`src/rtl/fetch_queue.sv`:
```
// fetch_queue: single-outstanding instruction fetch feeding a DEPTH-entry decode queue,
// with redirect flush of buffered/in-flight fetches and optional control/memory serialisation.
module fetch_queue #(
  parameter int                ADDR_W    = 64,
  parameter logic [ADDR_W-1:0] PCINIT    = ADDR_W'(64'h8000_0000),
  parameter int                DEPTH     = 4,
  parameter int                TAG_W     = 64,
  parameter bit                SERIALIZE = 1'b1
) (
  input  logic              clk,
  input  logic              rst,
  output logic              ireq_valid,
  output logic [ADDR_W-1:0] ireq_addr,
  input  logic              iresp_addr_ok,
  input  logic              iresp_data_ok,
  input  logic [31:0]       iresp_data,
  input  logic              redirect_valid,
  input  logic [ADDR_W-1:0] redirect_addr,
  input  logic [TAG_W-1:0]  commit_tag,
  output logic              out_valid,
  input  logic              out_ready,
  output logic [31:0]       out_inst,
  output logic [ADDR_W-1:0] out_pc,
  output logic [TAG_W-1:0]  out_tag,
  output logic [ADDR_W-1:0] fetch_pc,
  output logic              idle
);
  localparam int PW = $clog2(DEPTH);
  localparam int CW = PW + 1;
  logic [ADDR_W-1:0] next_pc_q, next_pc_d, ireq_addr_q, ireq_addr_d;
  logic              ireq_valid_q, ireq_valid_d, inflight_q, inflight_d;
  logic              drop_q, drop_d, halted_q, halted_d;
  logic [TAG_W-1:0]  tag_q, tag_d, wait_tag_q, wait_tag_d;
  logic [PW-1:0]     head_q, head_d, tail_q, tail_d;
  logic [CW-1:0]     count_q, count_d;
  logic [31:0]       inst_q [DEPTH];
  logic [31:0]       inst_d [DEPTH];
  logic [ADDR_W-1:0] pc_q [DEPTH];
  logic [ADDR_W-1:0] pc_d [DEPTH];
  logic [TAG_W-1:0]  etag_q [DEPTH];
  logic [TAG_W-1:0]  etag_d [DEPTH];
  logic              done, enq, deq, issue, serial;
  assign out_valid  = count_q != '0;
  assign out_inst   = out_valid ? inst_q[head_q] : '0;
  assign out_pc     = out_valid ? pc_q[head_q] : '0;
  assign out_tag    = out_valid ? etag_q[head_q] : '0;
  assign ireq_valid = ireq_valid_q;
  assign ireq_addr  = ireq_addr_q;
  assign fetch_pc   = next_pc_q;
  assign idle       = !inflight_q;
  always_comb begin
    done   = inflight_q & iresp_addr_ok & iresp_data_ok;
    enq    = done & !drop_q & !redirect_valid;
    deq    = out_valid & out_ready;
    // count < DEPTH is just the clear MSB since DEPTH is a power of two
    issue  = !inflight_q & !halted_q & !redirect_valid & !count_q[PW];
    serial = SERIALIZE && (iresp_data[6:0] inside {7'b1100011, 7'b1101111, 7'b1100111, 7'b0000011, 7'b0100011});
    next_pc_d    = redirect_valid ? redirect_addr : issue ? next_pc_q + ADDR_W'(4) : next_pc_q;
    ireq_valid_d = issue | (ireq_valid_q & !done);
    ireq_addr_d  = issue ? next_pc_q : ireq_addr_q;
    inflight_d   = issue | (inflight_q & !done);
    drop_d       = (redirect_valid | drop_q) & inflight_q & !done;
    tag_d        = enq ? tag_q + TAG_W'(1) : tag_q;
    halted_d     = redirect_valid ? 1'b0 : (enq & serial) ? 1'b1 : halted_q & (commit_tag != wait_tag_q);
    wait_tag_d   = (enq & serial) ? tag_q + TAG_W'(1) : wait_tag_q;
    head_d       = redirect_valid ? '0 : head_q + PW'(deq);
    tail_d       = redirect_valid ? '0 : tail_q + PW'(enq);
    count_d      = redirect_valid ? '0 : count_q + CW'(enq) - CW'(deq);
    inst_d = inst_q;
    pc_d   = pc_q;
    etag_d = etag_q;
    if (enq) begin
      inst_d[tail_q] = iresp_data;
      pc_d[tail_q]   = ireq_addr_q;
      etag_d[tail_q] = tag_q + TAG_W'(1);
    end
  end
  always_ff @(posedge clk) begin
    if (!rst) begin
      next_pc_q    <= PCINIT;
      ireq_valid_q <= 1'b0;
      ireq_addr_q  <= '0;
      inflight_q   <= 1'b0;
      drop_q       <= 1'b0;
      halted_q     <= 1'b0;
      tag_q        <= '0;
      wait_tag_q   <= '0;
      head_q       <= '0;
      tail_q       <= '0;
      count_q      <= '0;
    end else begin
      next_pc_q    <= next_pc_d;
      ireq_valid_q <= ireq_valid_d;
      ireq_addr_q  <= ireq_addr_d;
      inflight_q   <= inflight_d;
      drop_q       <= drop_d;
      halted_q     <= halted_d;
      tag_q        <= tag_d;
      wait_tag_q   <= wait_tag_d;
      head_q       <= head_d;
      tail_q       <= tail_d;
      count_q      <= count_d;
    end
    inst_q <= inst_d;
    pc_q   <= pc_d;
    etag_q <= etag_d;
  end
endmodule

```
`config.mk`:
```
export PLATFORM = sky130hd
export DESIGN_NAME = fetch_queue
export DESIGN_NICKNAME = d
export VERILOG_FILES = /design/src/rtl/fetch_queue.sv
export SDC_FILE = /design/constraint.sdc
export NUM_CORES = 1
export LEC_CHECK = 0
export ABC_AREA = 1
export CORE_ASPECT_RATIO = 1.5
export CORE_MARGIN = 1
export CORE_UTILIZATION = 42
export DETAILED_ROUTE_END_ITERATION = 8
export GPL_TIMING_DRIVEN = 1
export PLACE_DENSITY = 0.61
export SYNTH_ARGS = -nofsm -noshare
export SYNTH_HDL_FRONTEND = slang
export SYNTH_SLANG_ARGS = --single-unit
```
`constraint.sdc`:
```
create_clock -name clk -period 45 [get_ports clk]
set_clock_uncertainty 0.2 [all_clocks]
set_input_delay 6.75 -clock clk [delete_from_list [all_inputs] [get_ports clk]]
set_output_delay 6.75 -clock clk [all_outputs]
set_load 0.1 [all_outputs]
```
# Yosys cells after proc, flatten, opt, wreduce, memory -nomap -nowiden
# Index checks and enable logic that the tools add are counted.
[word_totals]
regBits = 907
output_inout_bits = 291
elab_cells = 91
input_bits = 166
[classes]
mux = 22
n_eq_ne = 6
n_reduce_logical = 11
n_bitwise = 20
order_cmp = 3
n_addsub = 6
[ops]
columns = ["op", "count"]
rows = [
  ["64-bit 2-to-1 mux", 9],
  ["256-bit bitwise mux", 2],
  ["64-bit binary-select mux with 2-bit select", 2],
  ["128-bit bitwise mux", 1],
  ["64-bit demux with 2-bit select", 1],
  ["32-bit 2-to-1 mux", 4],
  ["64-bit by 1-bit adder with 64-bit output (second input constant)", 1],
  ["64-bit by 3-bit adder with 64-bit output (second input constant)", 1],
  ["32-bit binary-select mux with 2-bit select", 1],
  ["32-bit demux with 2-bit select", 1],
  ["64-bit != test", 1],
  ["7-bit equality test (second input constant)", 3],
  ["1-bit bitwise AND", 14],
  ["7-bit by 2-bit equality test with 1-bit output (second input constant)", 1],
  ["7-bit by 6-bit equality test with 1-bit output (second input constant)", 1],
  ["3-bit greater-or-equal comparator (second input constant)", 2],
  ["1-bit zero test", 6],
  ["2-bit NOT with 3-bit output", 2],
  ["5-bit nonzero test", 1],
  ["2-bit by 1-bit adder with 2-bit output", 2],
  ["3-bit by 1-bit adder with 3-bit output", 1],
  ["3-bit by 1-bit < comparator with 1-bit output (second input constant)", 1],
  ["1-bit OR", 3],
  ["3-bit nonzero test", 1],
  ["other kinds (6)", 6],
]

# Logic depth before layout (Yosys ltp)
[logic_depth]
depth_word = 6
ltp_mapped = 12

# Worst setup path before layout
# Ideal clock, no wire load.
[synth_timing]
path_kind = "input port to flip-flop"
start = "input port iresp_addr_ok"
end = "register etag_q[100] (netlist bit) (enable)"
stages = 6
required_ps = 43923
t_arrival_ps = 18326
path_buffers = 2
path_slack_ps = 25597
cell_sequence = "nand3_1 nor3_2 inv_2 clkbuf_1 clkbuf_1 nor3_1"
[synth_via]
elab_chain_cells = 4
[synth_lines]
columns = ["element", "line_no", "text"]
rows = [
  ["from (decl)", "14", "input logic iresp_addr_ok,"],
  ["1-bit bitwise AND (2 in a row)", "52", "done = inflight_q & iresp_addr_ok & iresp_data_ok;"],
  ["1-bit bitwise AND (2 in a row)", "53", "enq = done & !drop_q & !redirect_valid;"],
  ["to (signal assigned)", "106", "etag_q <= etag_d;"],
  ["to (decl)", "40", "logic [TAG_W-1:0] etag_q [DEPTH];"],
]
# Every way passes these cells.
# A chain may end at the register's enable or synchronous reset.

# Worst setup path after layout
[layout_timing]
start = "register head_q[0]"
end = "output port out_tag[52]"
[layout_via]
elab_chain_cells = 5
[layout_lines]
columns = ["element", "line_no", "text"]
rows = [
  ["from (decl)", "34", "logic [PW-1:0] head_q, head_d, tail_q, tail_d;"],
  ["from (signal assigned)", "88", "head_q <= '0;"],
  ["from (signal assigned)", "100", "head_q <= head_d;"],
  ["2-bit NOT with 3-bit output (implied by the code)", "46", "assign out_tag = out_valid ? etag_q[head_q] : '0;"],
  ["64-bit binary-select mux with 2-bit select", "46", ""],
  ["64-bit 2-to-1 mux (implied by the code) (2 in a row)", "46", ""],
  ["64-bit 2-to-1 mux", "46", ""],
  ["to (decl)", "24", "output logic [TAG_W-1:0] out_tag,"],
]
# Every way passes these cells. The select of a mux whose other input is x is not followed.

==> metrics.md <==
| Metric | Value |
|---|---|
| DRT Wirelength | 128,000 um |
| CP most frequent cell | buf_4 |
| Fin crit period | 11.90 ns |
| FF/Latch Area | 24,600 um^2 |
| DRC Markers | 0 |
| Initial DRC count | 2,363 |
| Non-Filler Instances | 6,157 |
| Fmax | 84.0 MHz |
| Layout area overhead | 21.5% |
| RSZ-0062 raised after global routing | no |
| First-pass GRT wire length | 189,000 um |
| TritonCTS clock tree | done |
| Count of flip-flops with a built-in enable after synthesis | 640 |
| Post_cts resized | 0 |
| Pwr dens | 39.1 nW/um^2 |
| Final setup fails | 0 |
| H-tree levels | 3 |
| Cell breakdown of the critical path | inv_8, buf_4, buf_4, o21ai_0, a21oi_1, clkdlybuf4s50_1 |
| Rel. slew slack | 20.3% |
| Seq/Total Area, Yosys | 61.2% |
| Max IR drop VDD | 0.0362 mV |
| Postcts setup bufs | 0 |
| IO Count | 457 |
| Ratio of cells with drive above 1 in the final layout | 4.97% |
| Placed insts | 5,987 |
| Synth Flop Type | edfxtp_1 |
| Filler Cell Count | 8,693 |
| Synth Instances | 4,443 |
| Most frequent cells in the layout | nor2_1, edfxtp_1, nand2_1, o21ai_0, inv_1 |
| Dpl hpwl | 84,900 um |
| DR vias/cell | 5.19 |
| #FFs+latches synth | 907 |
| Largest net degree at the start of global routing | 210 |
| Fin. Hold Viols | 0 |
| Clk root buf | clkbuf_16 |
| Initial Utilization | 42.5% |
| P_leak | 18.4 nW |
| Hold-fix buffer count after cts | 0 |
| Max incr delay on CP | 1.20 ns |
| Clock latency at the later pin of the worst-skew pair | 0.67 ns |
| # rows | 138 |
| Async SR Flop Fraction | 0% |
| Synth unique cells | 46 |
| Critical-path top delay cell | clkdlybuf4s50_1 |
| Die width | 254 um |
| GRT Total Usage | 26.2% |
| Max cap viols | 0 |
| Top post-synthesis cells by area | edfxtp_1, dfxtp_1, nor2_1 |
| CP Max Fanout | 131 |
| Clock sink count | 907 |
| Initial antenna violation count | 12 |
| Post-synth top area cell | edfxtp_1 |
| Status | complete, no violations |
| Clock buffer depth | 3 |
| Vias in the first global route | 30,900 |
| Setup TNS | 0 ns |
| Critical Path Source Type | register |
| Crit end category | primary output |
| Critical Path AT | 4.95 ns |
| Hold Worst Slack | 0.273 ns |
| Vert. Die Dim | 380 um |
| Post-Syn Area | 40,100 um^2 |
| Slew @ Worst Pin | 1.19 ns |
| Final core occ | 51.6% |
| Syn Area/Cell | 9.03 um^2 |
| Critical path class | register to primary output |
| WL/cell | 20.8 um |
| Syn_nets | 4,614 |
| Final Cycle Share | 26.4% |
| Most common cell after layout, fill and taps aside | nor2_1 |
| Core footprint | 94,400 um^2 |
| Vias | 31,900 |
| Antenna viol nets, final | 0 |
| Die area | 96,800 um^2 |
| 1st-pass router iterations | 6 |
| CTS Buf Count | 88 |
| GPL Wtd Cong | 0.982 |
| CTS clock-pin slew for the worst setup and hold paths | 0.06 ns |
| Post-synth top area share | 47.9% |
| Final net count | 4,988 |
| WP data required | 38.05 ns |
| GRT overflow | 0 |
| Slew Viols, Final | 0 |
| Multi-input gate area in the final layout | 13,000 um^2 |
| Type of the worst min-delay path | register to register |
| Yosys warnings | 0 |
| PortBufs | 456 |
==> cell type report <==
class / instances / area share [%]
repair buffers: 496 / 9.96
diodes: 6 / 0.0308
inverters: 459 / 3.58
clock inverters: 52 / 1.00
clock buffers: 112 / 5.05
flip-flops and latches: 907 / 50.4
well taps: 1260 / 3.23
multi-input cells: 2865 / 26.7
==> final timing paths <==
kind / start / endpoint / slack (ns) / cells past startpoint
hold reg to reg: wait_tag_q[0] / wait_tag_q[0] / 0.27 / 2
setup / recovery: head_q[0] / out_tag[52] / 33.10 / 6
hold / removal: wait_tag_q[0] / wait_tag_q[0] / 0.27 / 2
setup reg to reg: inflight_q / pc_q[153] / 41.01 / 7
==> registers in the layout (all words and copies together) (netlist names), 3 cells and up <==
signal and count:
count_q 3, etag_q 256, fetch_pc 64, inst_q 128, ireq_addr 64, pc_q 256, tag_q 64, wait_tag_q 64
==> power breakdown <==
group	total (W)	leakage (nW)	internal [W]	switching (W)
combinational	0.000216	8.84	0.0000525	0.000163
clock	0.000759	1.46	0.000430	0.000329
sequential	0.000933	8.10	0.000909	0.0000236
total	0.00191	18.4	0.00139	0.000516
==> through the flow <==
step | total power [W] | worst slack, ns | instance area, um^2
4_1_cts | 0.00192 | 32.85 | 48700
6_report | 0.00191 | 33.10 | 48700
2_1_floorplan | 0.00109 | 25.60 | 40100
3_3_place_gp | 0.00117 | 33.63 | 45800
3_5_place_dp | 0.00117 | 33.60 | 45800
5_1_grt | 0.00196 | 32.77 | 48700
==> synth_stat cells (all sizes together) (2+ instances only) <==
library cell     n
nor3            59
a31oi           17
xor2            52
clkbuf         165
nand2          651
nand4           41
o21bai           4
nor3b            2
buf             47
edfxtp         640
a211oi          35
a21oi          291
nand3b          16
clkinv           2
o21a             8
o21ai          503
nand3          143
o211ai           3
nor2          1021
xnor2            8
inv            457
dfxtp          267
ha               4
==> critical path: cells and delay by family, from the launching register on <==
kind	cells	cell delay [ns]
flops	1	0.36
buf+inv	4	3.22
compound gates	2	0.53
==> metal layers <==
layer  up-vias  part of all wire [%]  GRT usage, %
met1     15200                    38          30.3
met4        14                   5.2          13.7
met2       997                    50          45.2
li1      15500                     -             -
met5         -                 0.081             0
met3       265                   6.5          5.38
==> logic make-up (layout without fill, tap and decap cells) <==
| family | count (synthesis) | in the layout | synth area share [%] |
|---|---|---|---|
| compound gates | 864 | 864 | 11.2 |
| simple gates | 1936 | 1936 | 19.7 |
| xor+xnor | 60 | 60 | 1.37 |
| other cells | 0 | 6 | 0 |
| buf+inv | 671 | 1119 | 6.36 |
| fa+ha+maj | 5 | 5 | 0.175 |
| flops | 907 | 907 | 61.2 |
No activity file was read; power rests on OpenSTA's default activity.
